**src/rtl/mem_port_arbiter_pkg.sv**
```systemverilog
// Shared types and constants for the CPU/loader memory port arbiter.
// Holds the owner-state enum, port IDs and bus widths.
package mem_port_arbiter_pkg;

    localparam int ADDR_W    = 12;
    localparam int DATA_W    = 16;
    localparam int BURST_MAX = 16;
    localparam int CNT_W     = $clog2(BURST_MAX + 1);

    localparam logic PORT_CPU = 1'b0;
    localparam logic PORT_LDR = 1'b1;

    typedef enum logic [1:0] {
        IDLE,
        CPU_OWN,
        LDR_OWN
    } owner_t;

endpackage

```
**src/rtl/mem_port_arbiter_burst_counter.sv**
```systemverilog
// Saturating count of loader grants taken while the CPU waits.
// Clear has priority over increment.
module arb_burst_counter
    import mem_port_arbiter_pkg::*;
(
    input  logic             clk,
    input  logic             reset,
    input  logic             inc,
    input  logic             clr,
    output logic [CNT_W-1:0] cnt
);

    // count loader grants, stopping at BURST_MAX
    always_ff @(posedge clk or posedge reset) begin
        if (reset)
            cnt <= '0;
        else if (clr)
            cnt <= '0;
        else if (inc && cnt != CNT_W'(BURST_MAX))
            cnt <= cnt + CNT_W'(1);
    end

endmodule

```
**src/rtl/mem_port_arbiter.sv**
```systemverilog
// Two-port (CPU, loader) single-memory arbiter with loader burst lock.
// Grant and memory command are combinational; read-valid follows by one cycle.
module mem_port_arbiter
    import mem_port_arbiter_pkg::*;
(
    input  logic              clk,
    input  logic              reset,
    input  logic              cpu_req,
    input  logic              cpu_we,
    input  logic [ADDR_W-1:0] cpu_addr,
    input  logic [DATA_W-1:0] cpu_wdata,
    output logic              cpu_gnt,
    output logic              cpu_stall,
    output logic              cpu_rvalid,
    input  logic              ldr_req,
    input  logic              ldr_we,
    input  logic [ADDR_W-1:0] ldr_addr,
    input  logic [DATA_W-1:0] ldr_wdata,
    input  logic              ldr_lock,
    output logic              ldr_gnt,
    output logic              ldr_rvalid,
    output logic [DATA_W-1:0] rdata,
    output logic              mem_rd,
    output logic              mem_wr,
    output logic [ADDR_W-1:0] mem_addr,
    output logic [DATA_W-1:0] mem_wdata,
    input  logic [DATA_W-1:0] mem_rdata
);

    owner_t            owner;
    owner_t            owner_nxt;
    logic [CNT_W-1:0]  burst_cnt;
    logic              burst_sat;
    logic              port_sel;
    logic              any_gnt;
    logic              sel_we;
    logic [ADDR_W-1:0] addr_q;
    logic [DATA_W-1:0] wdata_q;

    assign burst_sat = (burst_cnt == CNT_W'(BURST_MAX));

    arb_burst_counter u_burst (
        .clk   (clk),
        .reset (reset),
        .inc   (ldr_gnt & cpu_req),
        .clr   (cpu_gnt | ~cpu_req),
        .cnt   (burst_cnt)
    );

    // owner register: port granted in the previous cycle
    always_ff @(posedge clk or posedge reset) begin
        if (reset)
            owner <= IDLE;
        else
            owner <= owner_nxt;
    end

    // arbitration and next owner
    always_comb begin
        cpu_gnt   = 1'b0;
        ldr_gnt   = 1'b0;
        owner_nxt = IDLE;
        if (!reset) begin
            if (cpu_req && ldr_req) begin
                if (owner == LDR_OWN && ldr_lock && !burst_sat)
                    ldr_gnt = 1'b1;
                else if (owner == CPU_OWN)
                    ldr_gnt = 1'b1;
                else
                    cpu_gnt = 1'b1;
            end else begin
                cpu_gnt = cpu_req;
                ldr_gnt = ldr_req;
            end
        end
        if (cpu_gnt)
            owner_nxt = CPU_OWN;
        else if (ldr_gnt)
            owner_nxt = LDR_OWN;
    end

    assign cpu_stall = cpu_req & ~cpu_gnt & ~reset;
    assign any_gnt   = cpu_gnt | ldr_gnt;
    assign port_sel  = ldr_gnt ? PORT_LDR : PORT_CPU;
    assign sel_we    = (port_sel == PORT_LDR) ? ldr_we : cpu_we;

    // memory command mux; address and data hold when idle
    always_comb begin
        mem_addr  = addr_q;
        mem_wdata = wdata_q;
        mem_rd    = 1'b0;
        mem_wr    = 1'b0;
        if (any_gnt) begin
            mem_rd = ~sel_we;
            mem_wr = sel_we;
            if (port_sel == PORT_LDR) begin
                mem_addr  = ldr_addr;
                mem_wdata = ldr_wdata;
            end else begin
                mem_addr  = cpu_addr;
                mem_wdata = cpu_wdata;
            end
        end
    end

    // last driven address/data and one-cycle read-valid flags
    always_ff @(posedge clk or posedge reset) begin
        if (reset) begin
            addr_q     <= '0;
            wdata_q    <= '0;
            cpu_rvalid <= 1'b0;
            ldr_rvalid <= 1'b0;
        end else begin
            addr_q     <= mem_addr;
            wdata_q    <= mem_wdata;
            cpu_rvalid <= cpu_gnt & ~cpu_we;
            ldr_rvalid <= ldr_gnt & ~ldr_we;
        end
    end

    assign rdata = mem_rdata;

endmodule

```
**config.mk**
```make
export PLATFORM = sky130hd
export DESIGN_NAME = mem_port_arbiter
export DESIGN_NICKNAME = d
export VERILOG_FILES = /design/src/rtl/mem_port_arbiter_pkg.sv /design/src/rtl/mem_port_arbiter_burst_counter.sv /design/src/rtl/mem_port_arbiter.sv
export SDC_FILE = /design/constraint.sdc
export NUM_CORES = 1
export LEC_CHECK = 0
export CAP_MARGIN = 20
export CORE_UTILIZATION = 33
export DETAILED_ROUTE_END_ITERATION = 6
export GPL_ROUTABILITY_DRIVEN = 0
export MAX_ROUTING_LAYER = met4
export PLACE_DENSITY_LB_ADDON = 0.25
export SLEW_MARGIN = 20
export SYNTH_ARGS = -nofsm -noshare
export SYNTH_HDL_FRONTEND = slang
export SYNTH_SLANG_ARGS = --single-unit
export TNS_END_PERCENT = 5
```
**constraint.sdc**
```tcl
create_clock -name clk -period 2.17 [get_ports clk]
set_input_delay 0.434 -clock clk [delete_from_list [all_inputs] [get_ports clk]]
set_output_delay 0.434 -clock clk [all_outputs]
set_load 0.01 [all_outputs]
```
==> out/metrics.csv, run 1 <==
metric,value,unit
status,"finished, violations left",
violations,negative setup slack,
critPathArrivalTime,2.17,ns
ys_ff_latch,37,
area_growth_syn_to_layout,98.4,%
synth_nets,316,
fin_ws,-0.432,ns
period_minus_slack,2.60,ns
setup.worst_path.class,reg -> out,
cts_tree,yes,
clk_latency,0.28,ns
nets,515,
fmaxAchievable,384,MHz
synthTopCellsByArea,"dfrtp_1 44%, a31oi_1 8.7%, o21ai_0 7.7%",
met3_length,530,um
routed.top_layer,met4,
synth_cell_types,37,
ys_dominant_reg_cell,dfrtp_1,
drive_above_1_share,49.2,%
grt_util_all_layers,24.4,%
die_h,81.6,um
placed_cell_area,0.00333,sq mm
rows,28,
syn-cell-area,0.00209,sq mm
maxSlewViolCount,0,
vias,2602,
grt-ovfl-total,0,
pin_count,130,
cts.clk_slew.worst_paths,0.07,ns
rsz0062_at_grt,yes,
drcViolationCount,0,
antenna_found_initial,0,
synth-simple-area-share,20.7,%
crit_start,u_burst.cnt[0]$_DFFE_PP0P_,
synth_top_family_by_area,compound AO/OA/AOI/OAI gates,
grt_max_degree,38,
finalSetupViolCount,42,
tightest_slew,0.482,ns
drt-met1-wl,3.42,mm
rr_startpoint,u_burst.cnt[0]$_DFFE_PP0P_,
start_kind,flip-flop,
leakage,1.82,nW
worstPathRequired,1.74,ns
netlist.area_leader.share,44.3,%
end_kind,primary output,
port-buffer-count,97,
ir_drop,289,uV
fin_area,0.00415,sq mm
drt_first_iter_violations,111,
tns,-12.03,ns
numCtsBuffers,5,
hpwl,4.50,mm
place_ws,-0.840,ns
path_max_fanout,5,
synthXorXnorAreaFrac,0.838,%
first_global_vias,2469,
n_antenna_cell,0,
final_common_cell,buf_4,
synth_top_cell_by_area,dfrtp_1,
antenna_left,0,
powerDensity,531,mW/mm^2
synth_edf_count,0,
hold_path.class,reg -> reg,
finClkSkew,0.00326,ns
holdBufCountCts,0,
grt_pass1_wl,11.8,mm
core-area,0.00603,sq mm
viasPerCell,5.12,
ys_seq_area_share,44.3,%
totalWireLength,8.29,mm
synthMuxAreaShare,0,%
wl_met2,4.19,mm
clockBufferDepth,2,
hold_path.startpoint,wdata_q[5]$_DFF_PP0_,
clockRootBuffer,clkbuf_8,
maxCapViolations,0,
layout_common_cells,"112 x buf_4, 61 x clkdlybuf4s50_1, 37 x dfrtp_1, 32 x nor2_1, 30 x buf_2",
synth.avg_cell_area,8.90,sq um
synthAdderAreaFrac,1.20,%
dr.pass1.iters,4,
synth_compound_area_share,20.9,%
async_flop_share,100,%
dieArea,0.00666,sq mm
wl_per_cell,16.3,um
syn_inst,235,
clock-sinks,37,
start_util,34.7,%
hold_viol,0,
htree_levels,2,
slew_headroom,67.9,%
die_w,81.6,um
fill_cells,482,
period_share,120,%
ys_warn_count,0,
==> power breakdown <==
part	switching (mW)	leakage (nW)	total, mW	internal (mW)
registers	0.0237	0.436	0.789	0.765
clock network	0.234	0.0399	0.446	0.211
logic	0.401	1.34	0.968	0.567
total	0.659	1.82	2.20	1.54
==> through the flow <==
step	std cells	total power, mW	hold WS (ns)	utilization (%)
3_5_place_dp	420	1.46	0.538	55.3
5_1_grt	508	2.31	0.583	68.9
3_3_place_gp	420	1.45	0.537	55.3
6_report	508	2.20	0.550	68.9
2_1_floorplan	235	1.08	0.504	-
4_1_cts	499	2.10	0.548	64.4
==> flip-flops by register name, summed over array words and instances, names as in the netlist <==
register	flops
ldr_rvalid	1
addr_q	12
wdata_q	16
owner	2
cpu_rvalid	1
u_burst.cnt	5
==> cell usage after synthesis (all sizes together) (2+ instances only) <==
library cell and n:
a21oi 3, a31oi 29, buf 28, clkbuf 6, dfrtp 37, ha 2
inv 5, nand2b 2, nand3 31, nor2 35, nor3 2, o21ai 32
==> metal layers <==
metal	track usage, %	vias up
met1	27.7	1250
met5	-	-
li1	-	1228
met4	10.7	0
met2	41.4	110
met3	4.89	14
==> critical path, cell delays in order (launching register included) <==
cell       delay (ns)
dfrtp_1          0.39
inv_2            0.08
ha_4             0.15
nand4bb_4        0.14
a211oi_4         0.30
buf_6            0.18
buf_6            0.12
o21ai_1          0.06
a31oi_1          0.26
buf_2            0.20
==> cells by family after synthesis <==
| kind of cell | count (synthesis) |
|---|---|
| adders and majority gates | 2 |
| AOI/OAI and AO/OA | 72 |
| and+or+nand+nor | 83 |
| buffers and inverters | 39 |
| DFF | 37 |
| xor gates and xnor gates | 2 |
==> worst paths after layout <==
check | slack [ns] | cells past startpoint | endpoint
min in group asynchronous | 0.65 | 5 | cpu_rvalid$_DFF_PP0_
max in group asynchronous | 1.19 | 5 | wdata_q[1]$_DFF_PP0_
hold / removal | 0.55 | 2 | wdata_q[5]$_DFF_PP0_
hold reg to reg | 0.55 | 2 | wdata_q[5]$_DFF_PP0_
setup / recovery | -0.43 | 9 | mem_addr[9]
setup reg to reg | -0.31 | 15 | addr_q[9]$_DFF_PP0_
==> cell type report <==
type / count / area, sq um / share of cell area [%]
flip-flops and latches: 37 / 926 / 22.3
clock inverters: 1 / 5.00 / 0.121
repair buffers: 226 / 1900 / 45.8
clock buffers: 5 / 68.8 / 1.66
inverters: 5 / 18.8 / 0.452
well taps: 75 / 93.8 / 2.26
multi-input cells: 159 / 1140 / 27.4
==> timing repair <==
| item | 4_1_cts | 5_1_grt |
|---|---|---|
| setup endpoints to repair | 33 | 44 |
| resized for setup | 167 | 53 |
| setup buffers | 72 | 12 |
| pin swaps | 35 | 24 |
| cloned | 1 | 0 |
| hold endpoints to repair | 0 | 0 |
Power figures use the tool's default switching activity.
==> run 2, diff against run 1 <==
CTS_BUF_LIST = sky130_fd_sc_hd__clkbuf_4 sky130_fd_sc_hd__clkbuf_8 sky130_fd_sc_hd__clkbuf_16   (was default)
SYNTH_HIERARCHICAL = 1   (was default)
==> out/metrics.csv, run 2 <==
metric,value,unit,change
status,"finished, violations left",,
violations,negative setup slack,,
final_common_cell,clkdlybuf4s50_1,,
final_cells,435,,-14%
ys_top_cells_by_count,"58 x nand2_1, 37 x dfrtp_1, 29 x o21ai_0",,
leakage,1.54,nW,-15%
core-area,0.00596,sq mm,-1.2%
dr.pass1.iters,4,,unchanged
period_share,128,%,+7.7 points
synth.avg_cell_area,8.83,sq um,-0.76%
vias,2133,,-18%
fmaxAchievable,361,MHz,-6.1%
grt-ovfl-total,0,,unchanged
grt_max_degree,33,,-13%
finClkSkew,0.00489,ns,+0.00163 ns
grt_util_all_layers,20.8,%,-3.5 points
clockRootBuffer,clkbuf_8,,
power_frac_clock,27.1,%,+6.9 points
grt_pass1_wl,9.86,mm,-16%
rsz0062_at_grt,yes,,
layout_common_cells,"64 x clkdlybuf4s50_1, 58 x nand2_1, 44 x buf_4, 37 x dfrtp_1, 31 x buf_2",,
powerDensity,585,mW/mm^2,+10%
top_regs,"wdata_q (16), addr_q (12), u_burst/cnt (5)",,
area_growth_syn_to_layout,66.5,%,
cts.clk_slew.worst_paths,0.08,ns,about the same
ys_dominant_reg_cell,dfrtp_1,,
die_w,80.6,um,-1.2%
critical-path-slowest-cell,or4b_4,,
drcViolationCount,0,,unchanged
drive_above_1_share,33.1,%,-16 points
fin_util,57.0,%,-12 points
wl_per_cell,14.2,um,-13%
rr_startpoint,u_burst/cnt[3]$_DFFE_PP0P_,,
combPwrFrac,32.9,%,-11 points
finalSetupViolCount,39,,-7.1%
worstReg2RegEnd,addr_q[8]$_DFF_PP0_,,
n_antenna_cell,0,,unchanged
place_ws,-0.842,ns,-0.00164 ns
ys_warn_count,6,,+6
synthTopCellsByArea,"dfrtp_1 45%, nand2_1 11%, o211ai_1 9.2%",,
synth_top_cell_by_area,dfrtp_1,,
maxSlewViolCount,0,,unchanged
critPathArrivalTime,2.34,ns,+0.17 ns
die_h,80.6,um,-1.2%
worst_hold_path.endpoint,addr_q[9]$_DFF_PP0_,,
synth_nets,312,,-1.3%
rr_worst_depth,10,,-5
pin_count,130,,unchanged
hold_path.class,reg -> reg,,
clockBufferDepth,2,,unchanged
syn_inst,231,,-1.7%
path_max_fanout,4,,-1
hold_path.startpoint,addr_q[9]$_DFF_PP0_,,
nets,440,,-15%
period_minus_slack,2.77,ns,+0.168 ns
yosysMostFrequentCell,nand2_1,,
r2r_slack,-0.19,ns,+0.12 ns
cts_tree,yes,,
switching_power,552,uW,-16%
worstPathCellList,"or4b_4, o2111a_2, buf_4, or3b_4, and3_4, buf_2",,
hpwl,4.33,mm,-3.6%
antenna_found_initial,0,,unchanged
async_flop_share,100,%,unchanged
start_kind,flip-flop,,
first_global_vias,2084,,-16%
worstPathRequired,1.74,ns,about the same
maxCapViolations,0,,unchanged
viasPerCell,4.90,,-4.3%
rows,28,,unchanged
slowest_delay,0.55,ns,+0.16 ns
dieArea,0.00650,sq mm,-2.4%
hold_viol,0,,unchanged
htree_levels,2,,unchanged
slew_headroom,71.5,%,+3.6 points
totalWireLength,6.20,mm,-25%
p_int,1.43,mW,-7.2%
setup.worst_path.class,reg -> out,,
fill_cells,580,,+20%
netlist.area_leader.share,45.4,%,+1.1 points
ir_drop,277,uV,-4.1%
fin_total_pwr,1.99,mW,-9.9%
end_kind,primary output,,
clk_latency,0.29,ns,about the same
ys_seq_area_share,45.4,%,+1.1 points
synth_edf_count,0,,unchanged
numCtsBuffers,5,,unchanged
ys_ff_latch,37,,unchanged
clock-sinks,37,,unchanged
whs,0.491,ns,-0.0593 ns
largest_register_ffs,16,,unchanged
fin_ws,-0.600,ns,-0.168 ns
syn-cell-area,0.00204,sq mm,-2.5%
p_seq_share,40.1,%,+4.3 points
holdBufCountCts,0,,unchanged
hold_path_depth,2,,unchanged
largest-register,wdata_q,,
switching_share,27.8,%,-2.1 points
synth_cell_types,34,,-8.1%
antenna_left,0,,unchanged
start_util,34.2,%,-0.45 points
dp.cells,410,,-2.4%
port-buffer-count,97,,unchanged
tightest_slew,0.428,ns,-0.0542 ns
drt_first_iter_violations,98,,-12%
## run 2: worst max-delay path by stage
stage	from	to	slack (ns)	cells past startpoint
2_1_floorplan	u_burst/cnt[0]$_DFFE_PP0P_	mem_wdata[11]	-0.21	6
3_3_place_gp	ldr_req	mem_addr[2]	-0.77	7
3_5_place_dp	ldr_req	mem_addr[11]	-0.84	7
4_1_cts	u_burst/cnt[3]$_DFFE_PP0P_	mem_rd	-0.60	6
5_1_grt	u_burst/cnt[3]$_DFFE_PP0P_	mem_addr[3]	-0.65	6
6_report	u_burst/cnt[3]$_DFFE_PP0P_	mem_rd	-0.60	6
## run 2: power by group through the flow
stage,logic [mW],registers [mW],clock network [mW]
2_1_floorplan,0.269,0.803,0
3_3_place_gp,0.642,0.805,0
3_5_place_dp,0.646,0.809,0
4_1_cts,0.633,0.796,0.554
5_1_grt,0.711,0.803,0.584
6_report,0.653,0.795,0.537
## run 2: final cells by class
| class | instances | area (sq um) | share of cell area, % |
|---|---|---|---|
| flip-flops and latches | 37 | 926 | 27.3 |
| clock buffers | 7 | 96.3 | 2.84 |
| clock inverters | 1 | 5.00 | 0.147 |
| repair buffers | 153 | 1320 | 38.9 |
| multi-input cells | 153 | 916 | 27.0 |
| well taps | 75 | 93.8 | 2.76 |
| inverters | 9 | 37.5 | 1.11 |
## run 2: per-layer routing
| layer | share of wire (%) | track usage [%] |
|---|---|---|
| met4 | 2.5 | 8.39 |
| met5 | 0 | - |
| met3 | 6.7 | 6.25 |
| met1 | 44 | 25.6 |
| met2 | 46 | 31.9 |
## run 2: logic make-up after synthesis
logic type               share of synthesized area [%]
AND/OR/NAND/NOR                                   17.0
AO/OA/AOI/OAI                                     22.5
buffers and inverters                             12.0
flip-flops                                        45.4
XOR/XNOR                                         0.859
multiplexers                                      1.04
adder cells (fa/ha/maj)                           1.23
## run 2: worst max-delay path, delay by kind of cell (launching register included)
kind / cells / cell delay (ns)
AOI/OAI and AO/OA: 1 / 0.28
buffers and inverters: 2 / 0.29
DFF: 1 / 0.38
and+or+nand+nor: 3 / 1.10
## run 2: repair_timing
action                                  in CTS  in global routing
setup buffers                               16                  1
endpoints found under the setup margin      38                 45
pin swaps                                   23                 12
resized for setup                          136                 17
## run 2: per-stage QoR
| stage | setup TNS [ns] | area (sq um) |
|---|---|---|
| after floorplan | -5.97 | 2040 |
| after global placement | -26.63 | 3270 |
| after detailed placement | -28.33 | 3270 |
| after CTS | -18.80 | 3360 |
| after global routing | -20.77 | 3400 |
| final | -18.09 | 3400 |
==> run 3, diff against run 2 <==
CORE_MARGIN = 2   (was default)
MAX_ROUTING_LAYER = default   (was met4)
==> out/metrics.csv, run 3 (synthesized netlist as in run 2, its figures left out) <==
metric,value,unit,change
status,"finished, violations left",,
violations,negative setup slack,,
hold_viol,0,,unchanged
largest-register,wdata_q,,
tns,-18.40,ns,-0.308 ns
switching_power,525,uW,-4.9%
finalSetupViolCount,39,,unchanged
clockRootBuffer,clkbuf_8,,
end_kind,primary output,,
dieArea,0.00683,sq mm,+5.0%
fmaxAchievable,362,MHz,+0.15%
layout_common_cells,"65 x clkdlybuf4s50_1, 58 x nand2_1, 38 x buf_4, 37 x dfrtp_1, 30 x buf_2",,
n_antenna_cell,0,,unchanged
worstPathCellList,"or4b_4, o2111a_2, or2_4, buf_12, o211ai_1, buf_2",,
p_seq_share,41.5,%,+1.4 points
rows,28,,unchanged
grt_util_all_layers,18.4,%,-2.4 points
rr_worst_depth,9,,-1
grt-ovfl-total,0,,unchanged
start_kind,flip-flop,,
worstPathRequired,1.74,ns,about the same
clk_latency,0.28,ns,about the same
slowest_delay,0.54,ns,about the same
fin_ws,-0.595,ns,+0.00426 ns
maxCapViolations,0,,unchanged
top_regs,"wdata_q (16), addr_q (12), u_burst/cnt (5)",,
placed_cell_area,0.00326,sq mm,-0.38%
grt_max_degree,33,,unchanged
clockBufferDepth,2,,unchanged
port-buffer-count,97,,unchanged
hold_path.class,reg -> reg,,
antenna_left,0,,unchanged
largest_register_ffs,16,,unchanged
cts.clk_slew.worst_paths,0.07,ns,about the same
leakage,1.50,nW,-2.5%
switching_share,27.4,%,-0.40 points
totalWireLength,5.88,mm,-5.1%
htree_levels,2,,unchanged
pin_count,130,,unchanged
path_delay_family,simple AND/OR/NAND/NOR gates,,
wl_per_cell,13.7,um,-3.6%
path_max_fanout,18,,+14
setup.worst_path.class,reg -> out,,
critical-path-slowest-cell,or4b_4,,
maxSlewViolCount,0,,unchanged
hpwl,4.24,mm,-2.1%
nets,434,,-1.4%
powerDensity,574,mW/mm^2,-1.9%
fin_area,0.00334,sq mm,-1.7%
first_global_vias,1989,,-4.6%
cp_num_cells,6,,unchanged
critPathArrivalTime,2.33,ns,about the same
die_w,82.6,um,+2.5%
vias,2056,,-3.6%
cts_tree,yes,,
antenna_found_initial,0,,unchanged
crit_buf_inv,2,,unchanged
start_util,34.2,%,unchanged
grt_pass1_wl,9.52,mm,-3.5%
numCtsBuffers,5,,unchanged
period_share,127,%,-0.20 points
ir_drop,335,uV,+21%
final_common_cell,clkdlybuf4s50_1,,
area_growth_syn_to_layout,63.7,%,
drcViolationCount,0,,unchanged
viasPerCell,4.80,,-2.0%
finClkSkew,0.00471,ns,-0.000181 ns
power_frac_clock,25.9,%,-1.2 points
dr.pass1.iters,4,,unchanged
period_minus_slack,2.77,ns,-0.00426 ns
drt_first_iter_violations,68,,-31%
drive_above_1_share,31.2,%,-1.9 points
core-area,0.00596,sq mm,unchanged
tightest_slew,0.416,ns,-0.0117 ns
rsz0062_at_grt,yes,,
hold_path_depth,2,,unchanged
p_int,1.39,mW,-3.0%
slew_headroom,72.3,%,+0.78 points
clock-sinks,37,,unchanged
die_h,82.6,um,+2.5%
combPwrFrac,32.6,%,-0.3 points
==> run 3: worst min-delay path, cell delays in order, from the launching register on <==
cell and delay (ns):
dfrtp_1 0.32, nand2_1 0.05, o211ai_2 0.07
==> run 3: final cells by class <==
type,instances,area (sq um)
Fill cell,549,2620
Timing Repair Buffer,147,1280
Sequential cell,37,926
Multi-Input combinational cell,153,913
Tap cell,75,93.8
Clock buffer,7,90.1
Inverter,9,37.5
==> run 3: routing by layer <==
layer  share of wire [%]  track usage, %  up-vias
met5                   0               0        -
met4                0.78            3.93        0
met3                 8.6            4.24        6
met2                  47            29.5       78
met1                  44            25.4      953
li1                    -               -     1019
==> run 3: what timing repair did <==
action | 4_1_cts | 5_1_grt
pin swaps | 23 | 13
hold buffers | 0 | 0
buffers inserted | 10 | 1
endpoints found under the setup margin | 38 | 44
gates resized for setup | 142 | 8
==> run 3: per-stage QoR <==
| stage | utilization (%) | std cells | setup WS, ns | total power [mW] | hold WS (ns) |
|---|---|---|---|---|---|
| detailed placement | 54.7 | 410 | -0.764 | 1.45 | 0.469 |
| global route | 56.1 | 428 | -0.693 | 2.04 | 0.506 |
| CTS | 55.6 | 427 | -0.600 | 1.92 | 0.488 |
| global placement | 54.7 | 410 | -0.764 | 1.45 | 0.467 |
| floorplan | - | 231 | -0.214 | 1.07 | 0.213 |
| finish | 56.1 | 428 | -0.595 | 1.92 | 0.482 |
==> run 3: final timing paths <==
kind	startpoint	slack [ns]	to
worst min register to register	wdata_q[9]$_DFF_PP0_	0.48	wdata_q[9]$_DFF_PP0_
min in group asynchronous	reset	0.59	u_burst/cnt[0]$_DFFE_PP0P_
worst max-delay path	u_burst/cnt[3]$_DFFE_PP0P_	-0.60	mem_wdata[3]
max in group asynchronous	reset	1.05	wdata_q[2]$_DFF_PP0_
worst max register to register	u_burst/cnt[3]$_DFFE_PP0P_	-0.16	u_burst/cnt[4]$_DFFE_PP0P_
worst min-delay path	wdata_q[9]$_DFF_PP0_	0.48	wdata_q[9]$_DFF_PP0_
==> run 3: power groups by stage <==
stage          Clock, mW  Sequential, mW  Combinational [mW]
2_1_floorplan          0           0.803               0.269
3_3_place_gp           0           0.805               0.642
3_5_place_dp           0           0.807               0.645
4_1_cts            0.511           0.794               0.614
5_1_grt            0.553           0.803               0.685
6_report           0.496           0.794               0.624
